--- config.mk ---
export PLATFORM = sky130hd
export DESIGN_NAME = spi_frame_rx
export DESIGN_NICKNAME = d
export VERILOG_FILES = /design/src/rtl/spi_frame_rx.sv
export SDC_FILE = /design/constraint.sdc
export NUM_CORES = 1
export LEC_CHECK = 0
export BUFFER_PORTS_ARGS = -buffer_cell sky130_fd_sc_hd__buf_2
export CORE_UTILIZATION = 50
export CTS_CLUSTER_SIZE = 28
export DETAILED_ROUTE_END_ITERATION = 10
export PLACE_DENSITY = 0.75
export SLEW_MARGIN = 20
export SYNTH_ARGS = -nofsm -noshare
export SYNTH_HDL_FRONTEND = slang
export SYNTH_SLANG_ARGS = --single-unit
--- constraint.sdc ---
create_clock -name clk -period 1.8 [get_ports clk]
set_clock_uncertainty 0.2 [all_clocks]
set_input_delay 0.36 -clock clk [delete_from_list [all_inputs] [get_ports clk]]
set_output_delay 0.36 -clock clk [all_outputs]
set_load 0.1 [all_outputs]
--- src/rtl/spi_frame_rx.sv ---
// SPI mode-0 16-bit frame receiver with one-entry output buffer and error pulses.
// Optional saturating error counter output enabled by SPI_FRAME_RX_ERRCNT_EN.
module spi_frame_rx #(
  parameter int unsigned SYNC_STAGES = 2
) (
  input  logic       clk,
  input  logic       rst_n,
  input  logic       sclk,
  input  logic       copi,
  input  logic       ncs,
  output logic       frame_valid,
  input  logic       frame_ready,
  output logic       frame_rw,
  output logic [6:0] frame_addr,
  output logic [7:0] frame_data,
  output logic       err_short,
  output logic       err_long,
  output logic       err_ovf
`ifdef SPI_FRAME_RX_ERRCNT_EN
  ,
  output logic [7:0] err_count
`endif
);

  typedef enum logic [1:0] {IDLE, ARMED, SHIFT, WAIT_HI} state_t;

  logic [SYNC_STAGES-1:0] sclk_sync, copi_sync, ncs_sync;
  logic                   sclk_h, copi_h, ncs_h;
  logic                   sclk_s, ncs_s;
  logic                   sclk_rise, ncs_rise, ncs_fall;
  logic                   eval, load;

  state_t      state;
  logic [15:0] shift_reg;
  logic [4:0]  bit_cnt;

  always_ff @(posedge clk) begin
    if (!rst_n) begin
      sclk_sync <= '0;
      copi_sync <= '0;
      ncs_sync  <= '0;
      sclk_h    <= 1'b0;
      copi_h    <= 1'b0;
      ncs_h     <= 1'b0;
    end else begin
      sclk_sync <= {sclk_sync[SYNC_STAGES-2:0], sclk};
      copi_sync <= {copi_sync[SYNC_STAGES-2:0], copi};
      ncs_sync  <= {ncs_sync[SYNC_STAGES-2:0], ncs};
      sclk_h    <= sclk_sync[SYNC_STAGES-1];
      copi_h    <= copi_sync[SYNC_STAGES-1];
      ncs_h     <= ncs_sync[SYNC_STAGES-1];
    end
  end

  always_comb begin
    sclk_s    = sclk_sync[SYNC_STAGES-1];
    ncs_s     = ncs_sync[SYNC_STAGES-1];
    sclk_rise = sclk_s & ~sclk_h;
    ncs_rise  = ncs_s & ~ncs_h;
    ncs_fall  = ~ncs_s & ncs_h;
    eval      = (state == SHIFT) && ncs_rise;
    load      = eval && (bit_cnt == 5'd16);
  end

  // Data is taken from the copi history flop: it is the value seen one clk
  // before the detected sclk rise, well inside the stable window of mode 0.
  always_ff @(posedge clk) begin
    if (!rst_n) begin
      state       <= IDLE;
      shift_reg   <= '0;
      bit_cnt     <= '0;
      frame_valid <= 1'b0;
      frame_rw    <= 1'b0;
      frame_addr  <= '0;
      frame_data  <= '0;
      err_short   <= 1'b0;
      err_long    <= 1'b0;
      err_ovf     <= 1'b0;
    end else begin
      err_short <= 1'b0;
      err_long  <= 1'b0;
      err_ovf   <= 1'b0;

      case (state)
        IDLE:    state <= ncs_s ? ARMED : WAIT_HI;
        WAIT_HI: if (ncs_s) state <= ARMED;
        ARMED: begin
          if (ncs_fall) begin
            state     <= SHIFT;
            shift_reg <= '0;
            bit_cnt   <= '0;
          end
        end
        SHIFT: begin
          if (ncs_rise) begin
            state <= ARMED;
            if (bit_cnt == 5'd17)
              err_long <= 1'b1;
            else if (bit_cnt != 5'd0 && bit_cnt != 5'd16)
              err_short <= 1'b1;
          end else if (sclk_rise) begin
            shift_reg <= {shift_reg[14:0], copi_h};
            if (bit_cnt != 5'd17) bit_cnt <= bit_cnt + 5'd1;
          end
        end
        default: state <= IDLE;
      endcase

      if (load) begin
        if (frame_valid && !frame_ready) begin
          err_ovf <= 1'b1;
        end else begin
          frame_valid <= 1'b1;
          frame_rw    <= shift_reg[15];
          frame_addr  <= shift_reg[14:8];
          frame_data  <= shift_reg[7:0];
        end
      end else if (frame_valid && frame_ready) begin
        frame_valid <= 1'b0;
      end
    end
  end

`ifdef SPI_FRAME_RX_ERRCNT_EN
  always_ff @(posedge clk) begin
    if (!rst_n)
      err_count <= '0;
    else if ((err_short || err_long || err_ovf) && err_count != 8'd255)
      err_count <= err_count + 8'd1;
  end
`endif

endmodule
==> Word level (Yosys, flattened, before mapping) <==
Cells that the tools add are included.
{ "totals": {"elab_cells": 79, "regBits": 52} }
{ "classes": {"bitwise": 10, "reduce_logical": 18, "eq_ne": 14, "n_addsub": 1, "mux": 20} }
{ "op_table": {"columns": ["operator", "count"], "rows": [
  ["two-way mux 16 bit", 3],
  ["case mux 16 bit (2 select lines)", 1],
  ["two-way mux 5 bit", 4],
  ["inequality test 2 bit (second input constant)", 6],
  ["equality test 5 bit (second input constant)", 2],
  ["inequality test 5 bit (second input constant)", 2],
  ["case mux 5 bit (2 select lines)", 1],
  ["two-way mux 2 bit", 4],
  ["case mux 2 bit (4 select lines)", 1],
  ["inverter 1 bit", 7],
  ["two-way mux 1 bit", 6],
  ["AND reduction 2 bit", 3],
  ["AND reduction 3 bit", 2],
  ["adder 5 x 1 -> 5 bit (second input constant)", 1],
  ["logical AND 1 bit", 5],
  ["AND reduction 5 bit", 1],
  ["nonzero test 5 bit", 1],
  ["equality test 2 bit (second input constant)", 2],
  ["AND reduction 4 bit", 1],
  ["nonzero test 2 bit", 2],
  ["OR reduction 4 bit", 1],
  ["bitwise AND 1 bit", 3],
  ["equality test 2 x 1 -> 1 bit (second input constant)", 1],
  ["zero test 2 bit", 1],
  ["2 further kinds", 2]
]} }

==> Longest topological paths before layout <==
{ "logic_depth": {"word_depth": 6, "ltp_mapped": 7, "mapped_depth_nobuf": 6} }

==> Worst setup path after synthesis <==
No wires, ideal clock.
{ "synth_path": {"kind": "register to register", "start": "register frame_valid", "end": "register frame_addr[4]", "setup_slack_ps": -226, "stages_incl_launch_ff": 6, "synth_period_minus_slack_ps": 2026, "t_required_ps": 1528, "setup_ps": 72, "arrival_ps": 1754, "path_cell_list": "dfxtp_1 -> nand2b_1 -> or3b_1 -> buf_6 -> buf_6 -> mux2i_1"} }
{ "synth_between": {"elab_chain_len": 3} }
{ "synth_rtl": {"columns": ["item", "line_no", "rtl"], "rows": [
  ["start: declaration", "11", "output logic frame_valid,"],
  ["start signal: assignment", "72", "frame_valid <= 1'b0;"],
  ["start signal: assignment", "113", "frame_valid <= 1'b1;"],
  ["start signal: assignment", "119", "frame_valid <= 1'b0;"],
  ["logical AND 1 bit", "110", "if (frame_valid && !frame_ready) begin"],
  ["inverter 1 bit (no source line)", null, null],
  ["AND reduction 2 bit (no source line)", null, null],
  ["end signal: assignment", "115", "frame_addr <= shift_reg[14:8];"],
  ["end: declaration", "14", "output logic [6:0] frame_addr,"]
]} }
Every way passes these cells.
A chain may end at the register's enable or synchronous reset.

==> Worst setup path after layout <==
{ "layout_path": {"start": "register bit_cnt[1]", "end": "register frame_addr[2]"} }
{ "layout_between": {"elab_chain_len": 3} }
{ "layout_rtl": {"columns": ["item", "line_no", "rtl"], "rows": [
  ["start: declaration", "35", "logic [4:0] bit_cnt;"],
  ["start signal: assignment", "103", "if (bit_cnt != 5'd17) bit_cnt <= bit_cnt + 5'd1;"],
  ["equality test 5 bit", "62", "load = eval && (bit_cnt == 5'd16);"],
  ["logical AND 1 bit", "62", null],
  ["AND reduction 2 bit (no source line)", null, null]
]} }
Every way passes these cells.

==> metrics.md <==
| Metric | Value |
|---|---|
| Status | `complete, no violations` |
| CP required | `1.80 ns` |
| Layout cell share with drive strength beyond 1 | `20.2%` |
| Final Hold Violating Endpoints | `0` |
| Reg clk slew, reported paths | `0.09 ns` |
| Synth cell types | `34` |
| Post-route insts no fill | `301` |
| H-tree depth | `2` |
| Starting density of the core | `53.7%` |
| Final Setup Violations | `0` |
| Drt pass-1 iters | `4` |
| First-pass GRT wire length | `5.77 mm` |
| Pleak | `0.997 nW` |
| Std cell rows | `22` |
| Synth Instances | `226` |
| Worst path bufs/invs | `2` |
| Fin crit period | `1.71 ns` |
| Worst setup SP type | `flip-flop` |
| Vias | `1561` |
| Power Density | `822 mW/mm^2` |
| Die area | `0.00434 mm^2` |
| Cell area after synthesis | `0.00204 mm^2` |
| CP Class | `flip-flop to flip-flop` |
| Max frequency | `584 MHz` |
| IO Pins | `26` |
| EDFF count, synth | `0` |
| Syn Area/Cell | `9.02 um^2` |
| CTS tree | `built` |
| Number of synthesized register bits | `52` |
| CP peak stage delay | `0.42 ns` |
| R2R cell count | `6` |
| Finished Cell Area | `0.00238 mm^2` |
| Tot GR Track Use | `17.4%` |
| Synth area leaders | `dfxtp_1, nand3_1, mux2i_1` |
| Hold buffers post-CTS | `0` |
| Nets | `261` |
| Die width | `65.9 um` |
| Vias per cell | `5.19` |
| Final HPWL DP | `2.38 mm` |
| Worst Tran Pin Value | `0.489 ns` |
| Placed cell count | `292` |
| Max IR drop VDD | `0.515 mV` |
| Most used DFF post-synth | `dfxtp_1` |
| R2R setup slack | `0.09 ns` |
| Vias in the first global route | `1283` |
| Most frequent cell after synthesis | `dfxtp_1` |
| Hold path depth | `2` |
| Synth async-reset ratio | `0%` |
| FF-to-FF Start | `bit_cnt[1]` |
| IO buf count | `25` |
| Core area | `0.00380 mm^2` |
| Max Buffers Root-to-Sink | `2` |
| Yosys top cell area share | `51.0%` |
| Commonest cells post-synth | `dfxtp_1, nand3_1, nand2_1` |
| WL/cell | `12.0 um` |
| Max reg flops | `16` |
| Crit-path slowest cell | `or3b_4` |
| Die Height | `65.9 um` |
| Clock sinks | `52` |
| Residual DRC | `0` |
| Worst Path Max Fanout | `16` |
| Top Family by Delay on Critical Path | `simple AND/OR/NAND/NOR gates` |
| P&R area growth vs syn | `16.5%` |
| Syn nets | `235` |
| Reg-to-reg endpoint | `frame_addr[2]` |
| Synth warn | `0` |
| Critical hold path startpoint | `sclk` |
| Number of CTS-inserted buffers | `5` |
| CP Cell Sequence | `inv_1 > ha_2 > nand3_2 > or3b_4 > buf_12 > mux2i_1` |
| Setup TNS | `0 ns` |
| Area after DPL | `0.00225 mm^2` |
| Post-route ant nets | `0` |
| Hold path endpoint | `sclk_sync[0]` |
| Area leader, netlist | `dfxtp_1` |
| Clock root buffer master | `clkbuf_8` |
| Detailed router's first-iteration violation count | `97` |
| GP Congestion | `0.795` |
| Final Max Tran Viols | `0` |
| MaxCap Viol Count | `0` |
| Relative slew margins | `67.6%` |
| Sequential area share after synthesis | `51.0%` |
| Largest net degree at the start of global routing | `77` |
| Final period util | `95.2%` |
| Diode count | `0` |
| CP endpoint kind | `flip-flop` |
| GRT Residual Overflow | `0` |
| Drt total wl | `3.60 mm` |
| CP arrival | `1.71 ns` |
| Initial antenna violation count | `0` |
| Hold crit path type | `input port to flip-flop` |
| Clock Latency Late Sink | `0.30 ns` |
[cells by family (layout without fill, tap and decap cells)]
logic type      Yosys count  after routing  share of synthesized area (%)
simple gates            103            103                           25.1
mux                      17             17                           8.34
compound gates           30             30                           8.84
buf+inv                  21             48                           4.85
fa+ha+maj                 3              3                           1.84
flops                    52             52                           51.0
[worst max-delay path by stage]
stage,from,to,cells past startpoint
floorplan,bit_cnt[0],frame_addr[4],7
global placement,bit_cnt[1],frame_data[3],6
detailed placement,bit_cnt[1],frame_addr[5],6
CTS,bit_cnt[0],frame_addr[2],6
global route,bit_cnt[1],frame_addr[2],6
finish,bit_cnt[1],frame_addr[2],6
[worst reg2reg max path, cell delays in order, from the launching register on]
cell and delay (ns):
dfxtp_1 0.32, inv_1 0.08, ha_2 0.20, nand3_2 0.10, or3b_4 0.42, buf_12 0.17
mux2i_1 0.13
[through the flow]
step / power [mW] / hold slack [ns] / setup slack [ns] / util, %
2_1_floorplan: 1.26 / 0.212 / 0.0525 / -
3_3_place_gp: 1.29 / 0.215 / 0.0459 / 59.2
3_5_place_dp: 1.29 / 0.218 / 0.0412 / 59.2
4_1_cts: 1.97 / 0.0545 / 0.0195 / 61.8
5_1_grt: 2.04 / 0.0534 / -0.00500 / 62.5
6_report: 1.95 / 0.0660 / 0.0871 / 62.5
[repair_timing]
item / in CTS / in global routing
endpoints found under the setup margin: 0 / 16
resized for setup: 0 / 6
buffers inserted: 0 / 1
[area by class of cell]
type	count	area (um^2)
Timing Repair Buffer	36	245
Sequential cell	52	1040
Clock buffer	6	82.6
Tap cell	48	60.1
Clock inverter	2	15.0
Multi-Input combinational cell	153	916
Inverter	4	15.0
Fill cell	324	1420
[metal layers]
layer	global-route usage (%)	share of wire, %	up-vias
li1	-	-	826
met1	23.4	52	692
met2	25.9	42	38
met3	4.83	4.9	5
met4	7.34	1.2	0
met5	0	0	-
[power by group]
part           internal [mW]  switching, mW  total (mW)
Clock                  0.312          0.377       0.689
Combinational         0.0343         0.0601      0.0944
Sequential              1.16        0.00660        1.17
Total                   1.51          0.444        1.95
[cell usage in the layout (no fill, tap or decap), drive strengths merged]
cell / n
a211oi: 1
a21boi: 1
a21o: 2
a21oi: 2
a31o: 1
a31oi: 1
a32oi: 1
and2: 9
and2b: 2
and4bb: 1
buf: 36
clkbuf: 6
clkinvlp: 2
dfxtp: 52
ha: 3
inv: 4
mux2i: 17
nand2: 35
nand2b: 3
nand3: 40
nand4: 1
nand4bb: 1
nor2: 5
nor2b: 1
nor3: 1
nor4: 1
o21ai: 17
o22a: 1
o22ai: 1
o2bb2ai: 1
o31ai: 1
or3b: 1
or4: 2
Note: power is estimated with default switching activity, not from simulation.
